--- config.mk ---
export PLATFORM = sky130hd
export DESIGN_NAME = alu_req_arbiter
export DESIGN_NICKNAME = d
export VERILOG_FILES = /design/src/rtl/alu_pkg.sv /design/src/rtl/rr_arbiter2.sv /design/src/rtl/alu_req_arbiter.sv
export SDC_FILE = /design/constraint.sdc
export NUM_CORES = 1
export LEC_CHECK = 0
export ABC_AREA = 1
export CORE_ASPECT_RATIO = 0.7
export CORE_UTILIZATION = 44
export CTS_CLUSTER_SIZE = 8
export DETAILED_ROUTE_END_ITERATION = 7
export PLACE_DENSITY = 0.84
export SLEW_MARGIN = 20
export SYNTH_ARGS = -nofsm -noshare
export SYNTH_HDL_FRONTEND = slang
export SYNTH_SLANG_ARGS = --single-unit
--- constraint.sdc ---
create_clock -name i_clock -period 3.2 [get_ports i_clock]
set_input_delay 0.64 -clock i_clock [delete_from_list [all_inputs] [get_ports i_clock]]
set_output_delay 0.64 -clock i_clock [all_outputs]
set_load 0.05 [all_outputs]
--- src/rtl/alu_pkg.sv ---
// Definitions shared by the ALU request arbiter and its requesters.
package alu_pkg;

    // Default operand/result and opcode widths
    localparam int N_DEF    = 5;
    localparam int NSEL_DEF = 6;

    // Width of the ALU latency wait counter
    localparam int CNT_W = 3;

    // ALU opcodes
    localparam logic [5:0] OP_ADD = 6'b100000;
    localparam logic [5:0] OP_SUB = 6'b100010;
    localparam logic [5:0] OP_AND = 6'b100100;
    localparam logic [5:0] OP_OR  = 6'b100101;
    localparam logic [5:0] OP_XOR = 6'b100110;
    localparam logic [5:0] OP_SRA = 6'b000011;
    localparam logic [5:0] OP_SRL = 6'b000010;
    localparam logic [5:0] OP_NOR = 6'b100111;

    // Arbiter sequencing states
    typedef enum logic [1:0] {
        ST_IDLE = 2'd0,
        ST_WAIT = 2'd1,
        ST_RESP = 2'd2
    } arb_state_t;

endpackage

--- src/rtl/rr_arbiter2.sv ---
// Two-way round-robin arbiter. The priority holder wins a tie; priority
// passes to the loser only when a grant is actually accepted.
module rr_arbiter2 (
    input  logic       i_clock,
    input  logic       i_reset,
    input  logic [1:0] req,
    input  logic       accept,
    output logic       grant_valid,
    output logic       grant_id
);

    logic prio_reg;   // 0: requester 0 holds priority, 1: requester 1

    // Hand priority to the other requester whenever a grant is taken
    always_ff @(posedge i_clock) begin
        if (i_reset) begin
            prio_reg <= 1'b0;
        end else if (accept) begin
            prio_reg <= ~grant_id;
        end
    end

    // A lone requester always wins; a tie goes to the priority holder
    always_comb begin
        grant_valid = |req;
        grant_id    = (req == 2'b11) ? prio_reg : req[1];
    end

endmodule

--- src/rtl/alu_req_arbiter.sv ---
// Shares one ALU between two valid/ready requesters. One operation is in
// flight at a time: accept, wait the ALU latency, capture, pulse response.
module alu_req_arbiter
    import alu_pkg::*;
#(
    parameter int N       = N_DEF,
    parameter int NSel    = NSEL_DEF,
    parameter int ALU_LAT = 1
) (
    input  logic            i_clock,
    input  logic            i_reset,
    input  logic            i_req0_valid,
    output logic            o_req0_ready,
    input  logic [N-1:0]    i_req0_A,
    input  logic [N-1:0]    i_req0_B,
    input  logic [NSel-1:0] i_req0_Op,
    input  logic            i_req1_valid,
    output logic            o_req1_ready,
    input  logic [N-1:0]    i_req1_A,
    input  logic [N-1:0]    i_req1_B,
    input  logic [NSel-1:0] i_req1_Op,
    output logic [N-1:0]    o_alu_A,
    output logic [N-1:0]    o_alu_B,
    output logic [NSel-1:0] o_alu_Op,
    input  logic [N-1:0]    i_alu_Result,
    input  logic            i_alu_overflow,
    input  logic            i_alu_zero,
    output logic            o_rsp0_valid,
    output logic            o_rsp1_valid,
    output logic [N-1:0]    o_rsp_Result,
    output logic            o_rsp_overflow,
    output logic            o_rsp_zero
);

    localparam logic [CNT_W-1:0] LAT_INIT = CNT_W'(ALU_LAT);

    arb_state_t       state_reg, state_next;
    logic [CNT_W-1:0] cnt_reg;
    logic             winner_reg;
    logic [N-1:0]     alu_a_reg, alu_b_reg;
    logic [NSel-1:0]  alu_op_reg;
    logic [N-1:0]     rsp_result_reg;
    logic             rsp_overflow_reg, rsp_zero_reg;

    logic             grant_valid, grant_id, accept, idle;
    logic [1:0]       ready_vec, rsp_vec;

    assign idle   = (state_reg == ST_IDLE);
    assign accept = idle && grant_valid;

    rr_arbiter2 u_rr (
        .i_clock     (i_clock),
        .i_reset     (i_reset),
        .req         ({i_req1_valid, i_req0_valid}),
        .accept      (accept),
        .grant_valid (grant_valid),
        .grant_id    (grant_id)
    );

    // Per-requester ready and response strobes; at most one of each is high
    generate
        for (genvar gi = 0; gi < 2; gi++) begin : g_req
            assign ready_vec[gi] = accept && (grant_id == 1'(gi));
            assign rsp_vec[gi]   = (state_reg == ST_RESP) && (winner_reg == 1'(gi));
        end
    endgenerate

    assign o_req0_ready = ready_vec[0];
    assign o_req1_ready = ready_vec[1];
    assign o_rsp0_valid = rsp_vec[0];
    assign o_rsp1_valid = rsp_vec[1];

    // Sequencing state register
    always_ff @(posedge i_clock) begin
        if (i_reset) begin
            state_reg <= ST_IDLE;
        end else begin
            state_reg <= state_next;
        end
    end

    // Next state: accept -> wait out the ALU latency -> one response cycle
    always_comb begin
        state_next = state_reg;
        case (state_reg)
            ST_IDLE: if (accept) state_next = ST_WAIT;
            ST_WAIT: if (cnt_reg == '0) state_next = ST_RESP;
            ST_RESP: state_next = ST_IDLE;
            default: state_next = ST_IDLE;
        endcase
    end

    // Latch the winner's payload on accept, count down, capture the ALU output
    always_ff @(posedge i_clock) begin
        if (i_reset) begin
            cnt_reg          <= '0;
            winner_reg       <= 1'b0;
            alu_a_reg        <= '0;
            alu_b_reg        <= '0;
            alu_op_reg       <= '0;
            rsp_result_reg   <= '0;
            rsp_overflow_reg <= 1'b0;
            rsp_zero_reg     <= 1'b0;
        end else if (accept) begin
            winner_reg <= grant_id;
            cnt_reg    <= LAT_INIT;
            alu_a_reg  <= grant_id ? i_req1_A  : i_req0_A;
            alu_b_reg  <= grant_id ? i_req1_B  : i_req0_B;
            alu_op_reg <= grant_id ? i_req1_Op : i_req0_Op;
        end else if (state_reg == ST_WAIT) begin
            if (cnt_reg == '0) begin
                rsp_result_reg   <= i_alu_Result;
                rsp_overflow_reg <= i_alu_overflow;
                rsp_zero_reg     <= i_alu_zero;
            end else begin
                cnt_reg <= cnt_reg - 1'b1;
            end
        end
    end

    assign o_alu_A        = alu_a_reg;
    assign o_alu_B        = alu_b_reg;
    assign o_alu_Op       = alu_op_reg;
    assign o_rsp_Result   = rsp_result_reg;
    assign o_rsp_overflow = rsp_overflow_reg;
    assign o_rsp_zero     = rsp_zero_reg;

endmodule

==> metrics.md <==
| Metric | Value |
|---|---|
| Result of the run | `finished, final reports clean` |
| Clock Path Buffers | `2` |
| Drt first pass iters | `5` |
| Proportion of synthesized chip area in sequential cells | `39.8%` |
| CTS tree | `built` |
| Final count of hold timing violations | `0` |
| Wire length per cell after detailed routing | `10.5 um` |
| CTS root buffer | `sky130_fd_sc_hd__clkbuf_8` |
| Share of the cycle needed by the critical path after routing | `79.4%` |
| Number of vias per cell | `4.44` |
| Leading cell type in the layout, fill and taps excluded | `sky130_fd_sc_hd__nand2_1` |
| Number of clock sinks | `30` |
| Vias | `1511` |
| Number of H-tree levels | `2` |
| Flip-flop count of the largest register, all copies and words added | `6` |
| Remaining global-route overflow | `0` |
| Worst slack at placement | `664 ps` |
| Slew HR | `62.4%` |
| Biggest cell delay along the critical path | `500 ps` |
| Initial Utilization | `47.0%` |
| Std-Cell Core Area | `3210 um2` |
| Layout overhead on the synthesized area | `54.1%` |
| Resize count post-CTS | `0` |
| Flop and latch count out of synthesis | `30` |
| Total power after layout | `1.24 mW` |
| Peak supply drop | `0.377 mV` |
| CTS clk-pin slew, worst paths | `60 ps` |
| WS Path Type | `in -> out` |
| Via count of the first global-routing pass | `1442` |
| Number of standard-cell rows in the floorplan | `17` |
| Initial antenna violation count | `0` |
| Per-instance average area after synthesis | `6.80 um2` |
| Number of pins exceeding their max-slew limit in the final report | `0` |
| Total placed instance area | `2230 um2` |
| Aggregate routed wire length | `3580 um` |
| Insertion delay to the later sink of the worst-skew pair | `270 ps` |
| Synthesized Nets | `267` |
| Critical path peak fanout | `18` |
| Mapped Area | `1510 um2` |
| FMAX | `394 MHz` |
| I/O pin count | `70` |
| Worst path required time | `2560 ps` |
| Static leakage | `1.10 nW` |
| Final setup viols | `0` |
| Synth cell types | `20` |
| Antenna diode instance count | `0` |
| Power Density | `532 nW/um2` |
| Placed wire-length estimate | `2670 um` |
| Synthesis warning total | `0` |
| Cell count after synthesis | `222` |
| XOR/XNOR share of the synthesized area | `0%` |
| Crit end category | `primary output` |
| Transition at the pin with the smallest max-transition slack | `564 ps` |
| Number of remaining DRC errors | `0` |
| Final critical-path required period | `2540 ps` |
| Largest family of logic cells by synthesized area | `simple AND/OR/NAND/NOR gates` |
| Die area | `3670 um2` |
| Number of buffer cells added on primary ports | `69` |
| Post CTS Setup Buffer Count | `0` |
| Worst-path cell chain | `clkdlybuf4s50_1, nand2_2, a21oi_1, buf_12` |
| Largest net degree at the start of global routing | `19` |
| Total Negative Setup Slacks | `0 ps` |
| Worst min-delay path category | `reg -> reg` |
| # nets final | `337` |
| Highest-count cells in the layout ignoring fill and taps | `sky130_fd_sc_hd__nand2_1 (75), sky130_fd_sc_hd__clkdlybuf4s50_1 (67), sky130_fd_sc_hd__inv_1 (32), sky130_fd_sc_hd__dfxtp_1 (30)` |
| Floorplan die width | `72.0 um` |
| Number of buffers inserted for hold repair after clock tree synthesis | `0` |
| Clock tree skew after final layout | `6.64 ps` |
| First-pass GRT wire length | `6290 um` |
| Fraction of the mapped netlist area in compound gates | `1.66%` |
| Unrepaired setup endpoints after global routing | `false` |
| Final cell area excluding filler cells | `2320 um2` |
| Crit-path slowest cell | `sky130_fd_sc_hd__clkdlybuf4s50_1` |
| Final worst slack | `659 ps` |
| Worst Hold Margin | `453 ps` |
| Data arrival time of the worst path | `1900 ps` |
| Total global-route track usage | `22.2%` |
| Global placer's final weighted congestion | `0.833` |
| Portion of netlist area occupied by mux cells | `0%` |
| Number of DRC markers in iteration 0 | `66` |
| Post-detailed-route count of antenna-violating nets | `0` |
| Post-synthesis share of cell area spent on full adders, half adders and majority gates | `1.66%` |
| Share of layout cells above drive strength 1 | `8.19%` |
| TritonCTS Buffers | `5` |
| Sort of element at the start of the critical path | `input pin` |
| Max-cap violation count | `0` |
| Vertical die dimension | `51.0 um` |
| Synthesized-area fraction occupied by and/or/nand/nor cells | `43.8%` |
==> metrics by stage <==
step / utilization [%] / cells
6_report: 72.4 / 340
5_1_grt: 72.4 / 340
4_1_cts: 72.4 / 340
3_5_place_dp: 69.5 / 332
3_3_place_gp: 69.5 / 332
2_1_floorplan: - / 222
==> cell usage after synthesis, drive strengths merged <==
| cell | number | area (um2) |
|---|---|---|
| nand2 | 80 | 318 |
| inv | 36 | 138 |
| dfxtp | 30 | 601 |
| nor2 | 23 | 110 |
| nand3 | 19 | 95.1 |
| nand3b | 17 | 128 |
| buf | 7 | 56.3 |
| a21oi | 4 | 20.0 |
| ha | 2 | 25.0 |
| nor3 | 2 | 10.0 |
| clkbuf | 1 | 3.75 |
| o21ai | 1 | 5.00 |
==> where the power goes <==
group / switching, mW / internal [mW] / leakage (nW) / total (mW)
sequential: 0.0277 / 0.424 / 0.247 / 0.452
combinational: 0.298 / 0.181 / 0.808 / 0.479
clock: 0.133 / 0.173 / 0.0482 / 0.306
==> cell type report <==
cell class / count / area, um2
inverters: 36 / 138
flip-flops and latches: 30 / 601
clock buffers: 7 / 86.3
clock inverters: 1 / 5.00
multi-input cells: 148 / 711
repair buffers: 71 / 726
fillers: 277 / 887
well taps: 47 / 58.8
==> layer usage <==
layer | GRT usage, % | share of wire, % | vias up | routed length, um
met5 | 0 | 0 | - | 0
met4 | 4.58 | 0.53 | 0 | 19
met3 | 7.89 | 6.5 | 2 | 231
met2 | 34.6 | 42 | 41 | 1510
met1 | 29.7 | 51 | 656 | 1810
li1 | - | - | 812 | -
==> critical path, delay by kind of cell <==
kind	cells	cell delay, ps
and+or+nand+nor	1	220
buffers and inverters	2	680
AOI/OAI and AO/OA	1	360
==> path summary, 6_finish.rpt <==
check / cells past startpoint / from / to / slack, ps
hold / removal: 2 / o_alu_Op[3] / o_alu_Op[3] / 450
hold reg to reg: 2 / o_alu_Op[3] / o_alu_Op[3] / 450
setup / recovery: 4 / i_req0_valid / o_req0_ready / 660
setup reg to reg: 7 / cnt_reg[0] / cnt_reg[2] / 1710
==> cells by family after synthesis <==
family / count (synthesis)
adders and majority gates: 2
buffers and inverters: 44
AOI/OAI and AO/OA: 5
DFF: 30
and+or+nand+nor: 141
Power figures use the tool's default switching activity.
